**src/rtl/gate_test_pkg.sv**
```systemverilog
// Shared types and widths for the gate test sequencer and its reference gate.
package gate_test_pkg;

  localparam int IDX_W    = 8;
  localparam int ERR_W    = 16;
  localparam int SETTLE_W = 4;

  typedef enum logic [2:0] {
    S_IDLE,
    S_APPLY,
    S_SETTLE,
    S_CHECK,
    S_DONE
  } state_e;

  // Counts up by one but sticks at the all-ones value instead of wrapping.
  function automatic logic [ERR_W-1:0] satInc(input logic [ERR_W-1:0] value);
    return (value == {ERR_W{1'b1}}) ? value : value + ERR_W'(1);
  endfunction

endpackage

```
**src/rtl/gate_ref_and.sv**
```systemverilog
// Reference model of the gate under test: a two-input AND.
// Replace this module with another gate to exercise a different device.
module gate_ref_and (
  input  logic a_i,
  input  logic b_i,
  output logic expected_o
);

  assign expected_o = a_i & b_i;

endmodule

```
**src/rtl/gate_test_sequencer.sv**
```systemverilog
// Walks a two-input gate through NUM_VECTORS patterns, waits SETTLE cycles
// for each, and compares both device outputs against the reference gate,
// accumulating an error count, a sticky mismatch mask and the first bad index.
module gate_test_sequencer
  import gate_test_pkg::*;
#(
  parameter int NUM_VECTORS = 16,
  parameter int SETTLE      = 1
) (
  input  logic             clk,
  input  logic             resetn,
  input  logic             start,
  input  logic             abort,
  output logic             a,
  output logic             b,
  input  logic             out_assign_dut,
  input  logic             out_alwaysblock_dut,
  output logic             busy,
  output logic             done,
  output logic [IDX_W-1:0] pattern_idx,
  output logic [ERR_W-1:0] error_count,
  output logic [1:0]       mismatch_mask,
  output logic [IDX_W-1:0] first_err_idx,
  output logic             first_err_valid
);

  localparam logic [IDX_W-1:0]    LAST_IDX    = IDX_W'(NUM_VECTORS - 1);
  localparam logic [SETTLE_W-1:0] SETTLE_LAST = SETTLE_W'(SETTLE - 1);

  state_e              state_q;
  logic                a_q;
  logic                b_q;
  logic                busy_q;
  logic                done_q;
  logic [IDX_W-1:0]    patternIdx_q;
  logic [ERR_W-1:0]    errorCount_q;
  logic [ERR_W-1:0]    errorCount_d;
  logic [1:0]          mismatchMask_q;
  logic [IDX_W-1:0]    firstErrIdx_q;
  logic                firstErrValid_q;
  logic [SETTLE_W-1:0] settleCnt_q;
  logic                expected;
  logic [1:0]          mismatch;

  gate_ref_and uRef (
    .a_i        (a_q),
    .b_i        (b_q),
    .expected_o (expected)
  );

  // Per-output mismatch against the reference and the saturated next error count.
  always_comb begin
    mismatch     = {out_assign_dut != expected, out_alwaysblock_dut != expected};
    errorCount_d = satInc(errorCount_q);
  end

  // Sequencer FSM; every output is a register updated together with the state.
  always_ff @(posedge clk or negedge resetn) begin
    if (!resetn) begin
      state_q         <= S_IDLE;
      a_q             <= 1'b0;
      b_q             <= 1'b0;
      busy_q          <= 1'b0;
      done_q          <= 1'b0;
      patternIdx_q    <= '0;
      errorCount_q    <= '0;
      mismatchMask_q  <= '0;
      firstErrIdx_q   <= '0;
      firstErrValid_q <= 1'b0;
      settleCnt_q     <= '0;
    end else if (abort && (state_q != S_IDLE)) begin
      state_q     <= S_IDLE;
      a_q         <= 1'b0;
      b_q         <= 1'b0;
      busy_q      <= 1'b0;
      done_q      <= 1'b0;
      settleCnt_q <= '0;
    end else begin
      case (state_q)
        S_IDLE: begin
          done_q <= 1'b0;
          if (start && !abort) begin
            patternIdx_q    <= '0;
            errorCount_q    <= '0;
            mismatchMask_q  <= '0;
            firstErrIdx_q   <= '0;
            firstErrValid_q <= 1'b0;
            busy_q          <= 1'b1;
            state_q         <= S_APPLY;
          end
        end
        S_APPLY: begin
          a_q         <= patternIdx_q[1];
          b_q         <= patternIdx_q[0];
          settleCnt_q <= '0;
          state_q     <= (SETTLE == 0) ? S_CHECK : S_SETTLE;
        end
        S_SETTLE: begin
          if (settleCnt_q == SETTLE_LAST) begin
            state_q <= S_CHECK;
          end else begin
            settleCnt_q <= settleCnt_q + SETTLE_W'(1);
          end
        end
        S_CHECK: begin
          if (|mismatch) begin
            errorCount_q   <= errorCount_d;
            mismatchMask_q <= mismatchMask_q | mismatch;
            if (!firstErrValid_q) begin
              firstErrValid_q <= 1'b1;
              firstErrIdx_q   <= patternIdx_q;
            end
          end
          if (patternIdx_q == LAST_IDX) begin
            a_q     <= 1'b0;
            b_q     <= 1'b0;
            done_q  <= 1'b1;
            state_q <= S_DONE;
          end else begin
            patternIdx_q <= patternIdx_q + IDX_W'(1);
            state_q      <= S_APPLY;
          end
        end
        S_DONE: begin
          done_q  <= 1'b0;
          busy_q  <= 1'b0;
          state_q <= S_IDLE;
        end
        default: begin
          state_q <= S_IDLE;
        end
      endcase
    end
  end

  assign a               = a_q;
  assign b               = b_q;
  assign busy            = busy_q;
  assign done            = done_q;
  assign pattern_idx     = patternIdx_q;
  assign error_count     = errorCount_q;
  assign mismatch_mask   = mismatchMask_q;
  assign first_err_idx   = firstErrIdx_q;
  assign first_err_valid = firstErrValid_q;

endmodule
```
**config.mk**
```make
export PLATFORM = sky130hd
export DESIGN_NAME = gate_test_sequencer
export DESIGN_NICKNAME = d
export VERILOG_FILES = /design/src/rtl/gate_test_pkg.sv /design/src/rtl/gate_ref_and.sv /design/src/rtl/gate_test_sequencer.sv
export SDC_FILE = /design/constraint.sdc
export NUM_CORES = 1
export LEC_CHECK = 0
export BUFFER_PORTS_ARGS = -buffer_cell sky130_fd_sc_hd__buf_2
export CORE_ASPECT_RATIO = 1.25
export CORE_MARGIN = 2
export CORE_UTILIZATION = 30
export DETAILED_ROUTE_END_ITERATION = 8
export PLACE_DENSITY_LB_ADDON = 0.3
export SLEW_MARGIN = 20
export SYNTH_ARGS = -nofsm -noshare
export SYNTH_HDL_FRONTEND = slang
export SYNTH_HIERARCHICAL = 1
export SYNTH_SLANG_ARGS = --single-unit
```
**constraint.sdc**
```tcl
create_clock -name clk -period 1.9 [get_ports clk]
set_input_delay 0.285 -clock clk [delete_from_list [all_inputs] [get_ports clk]]
set_output_delay 0.285 -clock clk [all_outputs]
set_load 0.02 [all_outputs]
```
==> Yosys cells after proc, flatten, opt, wreduce, memory -nomap -nowiden <==
Index checks and enable logic that the tools add are counted.
{ "classes": {"add_sub_neg": 3, "n_mul": 0, "shift": 0, "n_reduce_logical": 22, "div": 0, "n_eq_ne": 17, "mux": 35, "bitwise": 3, "n_lt_le_gt_ge": 0} }
{ "ops": {"columns": ["cell", "count"], "rows": [
  ["16-bit two-way mux", 3],
  ["8-bit two-way mux", 4],
  ["16-bit one-hot mux with 2 select lines", 1],
  ["8-bit one-hot mux with 2 select lines", 2],
  ["16-bit by 1-bit adder with 16-bit output (second input constant)", 1],
  ["16-bit == test (second input constant)", 1],
  ["3-bit nonzero test", 5],
  ["3-bit two-way mux", 4],
  ["3-bit inequality test (second input constant)", 4],
  ["3-bit one-hot mux with 4 select lines", 1],
  ["2-bit inequality test (second input constant)", 5],
  ["1-bit one-hot mux with 2 select lines", 5],
  ["2-bit AND reduction", 5],
  ["5-bit AND reduction", 2],
  ["1-bit two-way mux", 9],
  ["8-bit by 1-bit adder with 8-bit output (second input constant)", 1],
  ["8-bit by 4-bit == test with 1-bit output (second input constant)", 1],
  ["4-bit two-way mux", 2],
  ["4-bit one-hot mux with 2 select lines", 1],
  ["4-bit AND reduction", 2],
  ["3-bit by 2-bit == test with 1-bit output (second input constant)", 2],
  ["4-bit by 1-bit adder with 4-bit output (second input constant)", 1],
  ["4-bit logical NOT", 1],
  ["2-bit two-way mux", 2],
  ["12 further kinds", 15]
]} }
{ "totals": {"mem_count": 0, "inputBits": 6, "latchBits": 0, "rom_bits": 0, "reg_bits": 46, "wordCells": 91, "out_inout_bits": 39, "mem_bits_rw": 0} }

==> Longest topological paths before layout <==
{ "logic_depth": {"word_depth": 5, "ltp_mapped": 8, "mapped_depth_nobuf": 7} }

==> Cells and area by module <==
The synthesis kept the hierarchy.
{ "modules_own_cells": {"columns": ["module", "cells_per_inst", "area_each_um2", "seq_area_each_um2", "n_inst"], "rows": [
  ["gate_test_sequencer", 235, 2318.5, 1151.1, 1],
  ["gate_ref_and", 1, 6.3, 0.0, 1]
]} }

==> Worst setup path before layout <==
No wires, ideal clock.
{ "synth_path": {"path_type": "register -> register", "start": "register errorCount_q[0], in the netlist error_count[0]", "end": "register errorCount_q[0], in the netlist error_count[0]", "path_stages_with_launch": 8, "setup_time_ps": 125, "slack_ps": -258, "synth_period_minus_slack_ps": 2158, "t_arrival_ps": 2034, "t_required_ps": 1775, "n_path_buf": 1, "path_cell_list": "dfrtp_1 ha_1 nand3_1 or2_4 or3_4 buf_6 and2_4 mux2_2"} }
{ "synth_via": {"elab_chain_cells": 4, "elab_cells_between_ends": 7, "classes_between": "1 x add/sub; 2 x eq/ne; 3 x mux; 1 x reduce/logical"} }
{ "synth_lines": {"columns": ["item", "line_no", "source"], "rows": [
  ["start, declared", "gate_test_sequencer.sv:36", "logic [ERR_W-1:0] errorCount_q;"],
  ["start signal, assigned", "gate_test_sequencer.sv:107", "errorCount_q <= errorCount_d;"],
  ["16-bit by 1-bit adder with 16-bit output", "gate_test_pkg.sv:18", "return (value == {ERR_W{1'b1}}) ? value : value + ERR_W'(1);"],
  ["16-bit two-way mux", "gate_test_pkg.sv:18", null],
  ["16-bit two-way mux", "gate_test_sequencer.sv:106", "if (|mismatch) begin"],
  ["16-bit one-hot mux with 2 select lines", "gate_test_sequencer.sv:79", "case (state_q)"]
]} }
Parallel ways exist; a longest one is shown, timed or not. The select of a mux whose other input is x is not followed.
A chain may end at the register's enable or synchronous reset.

==> Final worst setup path <==
{ "layout_path": {"start": "register errorCount_q[1], in the netlist error_count[1]", "end": "register errorCount_q[0], in the netlist error_count[0]"} }
{ "layout_via": {"elab_chain_cells": 3} }
{ "layout_lines": {"columns": ["item", "line_no"], "rows": [
  ["16-bit == test", "gate_test_pkg.sv:18"],
  ["2-bit inequality test (no line)", null],
  ["5-bit AND reduction (no line)", null]
]} }
Every way passes these cells.

==> results.md <==
- Peak VDD IR: 328 uV
- Layout cells sized above 1: 35.4%
- Power Density: 642 nW/um^2
- Final std cells w/o fill: 406
- Largest net degree at the start of global routing: 27
- Buffers and inverters on the worst path: 0
- Area of the core: 7440 sq um
- Status: complete, no violations
- RD Place Congestion: 0.776
- Number of remaining DRC errors: 0
- Clk Latency, worst-skew pair: 290 ps
- Tmin final: 1850 ps
- Register area: 1160 sq um
- Worst Path Required: 2080 ps
- Relative max-transition margin: 64.2%
- CP Capture Type: flop
- Reg2Reg Depth: 6
- P&R area growth vs syn: 32.4%
- EDFF count, synth: 0
- Worst path max stage delay: 390 ps
- CTS tree: done
- Crit path kind: reg -> reg
- Design Area, Final: 3080 sq um
- Global route overflow: 0
- Worst Hold Class: in -> reg
- Total number of vias: 2038
- Post-place setup slack: 56.4 ps
- Slowest stage cell, crit path: dfrtp_2
- IO Pins: 45
- 1st-iter DRT viols: 90
- Setup violators final: 0
- GRT Overall Usage: 14.2%
- Die Ht: 102 um
- Clock buffer depth: 2
- WL per Instance: 13.9 um
- Routed Wire Length: 5.66 mm
- Mapped cell area: 2320 sq um
- Syn Nets: 246
- Total Neg Setup Slack: 0 ps
- Dpl cell area: 2900 sq um
- Synth area leader: dfrtp_1
- Antenna-violating nets left: 0
- LEAKAGE: 1.48 nW
- Final HPWL DP: 4.27 mm
- Largest delay share family, worst path: simple AND/OR/NAND/NOR gates
- Area of the multi-input gates: 1140 sq um
- Syn_area_per_cell: 9.85 sq um
- Share of the synthesized area in the top cell type: 49.5%
- Top_reg_cell synth: dfrtp_1
- Critical-path maximum fanout: 5
- Max H-tree Level: 2
- Worst Tran Pin Value: 537 ps
- Max cap viols: 0
- Fin util: 41.3%
- Worst setup SP type: flop
- YS warnings: 6
- Row count: 35
- Router iterations before antenna repair: 4
- Synth unique cells: 57
- Min-Delay Path Depth: 2
- Register area share after synthesis: 49.5%
- Global-route wire length before repair: 9.15 mm
- Clock root cell: clkbuf_8
- Final Hold Violating Endpoints: 0
- # clock sinks: 46
- Antenna diodes: 0
- Port Buffers: 44
- Crit share post-route: 97.1%
- Placed Cells: 394
- Vias per Instance: 5.02
- Most frequent cells in the layout: buf_2, dfrtp_1, buf_4
- Arr. time, crit path: 2030 ps
- Max Freq: 542 MHz
- Die area: 8470 sq um
- CP cell instances: ha_4 -> nand3_4 -> or2_4 -> or3_4 -> and2_4 -> mux2_2
- Worst path depth: 6
- Worst setup margin: 54.9 ps
- Initial antenna violation count: 0
- RSZ-0062 raised after global routing: false
- Commonest non-fill, non-tap cell in the layout: buf_2
- Seq cells post-synth: 46
- Fillers: 758
- Fin. max-slew vios: 0
- Synth area leaders: dfrtp_1, nand2_1, o21ai_0, xor2_1, a21oi_1
- Gate Count Post-Synth: 236
- Final #Nets: 323
- Async set or reset register ratio after synthesis: 100%
- Starting density of the core: 31.2%
- Cts bufs inserted: 5
- Die width: 82.7 um
- Clock Skew: 7.18 ps
- Clock slew at reported path FFs: 90 ps
- Number of global-route vias before repair: 1865
-- metal layers --
| metal | vias up | GRT usage (%) | routed length, um |
|---|---|---|---|
| li1 | 1005 | - | - |
| met1 | 986 | 18.4 | 2540 |
| met2 | 42 | 23.4 | 2810 |
| met3 | 5 | 2.92 | 230 |
| met4 | 0 | 4.92 | 79 |
| met5 | - | 0 | 0 |
-- cells in the mapped netlist, types with 5 or more instances --
cell type,instances
nand3_1,11
xnor2_1,5
inv_1,7
clkbuf_1,6
o21ai_0,18
nor2_1,12
a31oi_1,5
xor2_1,7
dfrtp_1,46
a21oi_1,11
nor3_1,10
nand2_1,27
-- final cells by class --
type,count,share of cell area (%)
Sequential cell,46,37.6
Multi-Input combinational cell,172,37.0
Timing Repair Buffer,81,17.3
Tap cell,92,3.74
Clock buffer,7,2.48
Clock inverter,1,0.976
Inverter,7,0.854
-- state kept, by name (all words and copies together) (netlist names) --
name             count
mismatch_mask        2
a                    1
busy                 1
b                    1
done                 1
error_count         16
settleCnt_q          4
first_err_valid      1
state_q              3
pattern_idx          8
first_err_idx        8
-- final timing paths --
| path | end | slack, ps | startpoint |
|---|---|---|---|
| max | error_count[0] | 50 | error_count[1] |
| min | done | 270 | abort |
| max reg2reg | error_count[0] | 50 | error_count[1] |
| min reg2reg | first_err_idx[6] | 480 | first_err_idx[6] |
| max in group asynchronous | state_q[2] | 870 | resetn |
| min in group asynchronous | error_count[9] | 500 | resetn |
-- through the flow --
step	total power, mW	hold slack [ps]
final	1.98	267
after global placement	1.26	287
after floorplan	1.16	-10.6
after detailed placement	1.26	299
after global routing	2.07	277
after CTS	1.99	252
-- power breakdown --
part | switching, mW | internal (mW)
logic | 0.144 | 0.0978
clock network | 0.325 | 0.394
registers | 0.0162 | 0.999
-- cell families after synthesis --
| kind of cell | synth area share, % |
|---|---|
| adder cells (fa/ha/maj) | 2.15 |
| buffers and inverters | 3.44 |
| XOR/XNOR | 4.52 |
| AO/OA/AOI/OAI | 16.7 |
| AND/OR/NAND/NOR | 22.3 |
| multiplexers | 1.35 |
| flip-flops | 49.5 |
-- what timing repair did --
action / in CTS / in global routing
hold buffers: 1 / 0
resized for setup: 0 / 6
endpoints found under the hold margin: 20 / 0
buffers inserted: 0 / 3
endpoints found under the setup margin: 0 / 12
No activity file was read; power rests on OpenSTA's default activity.
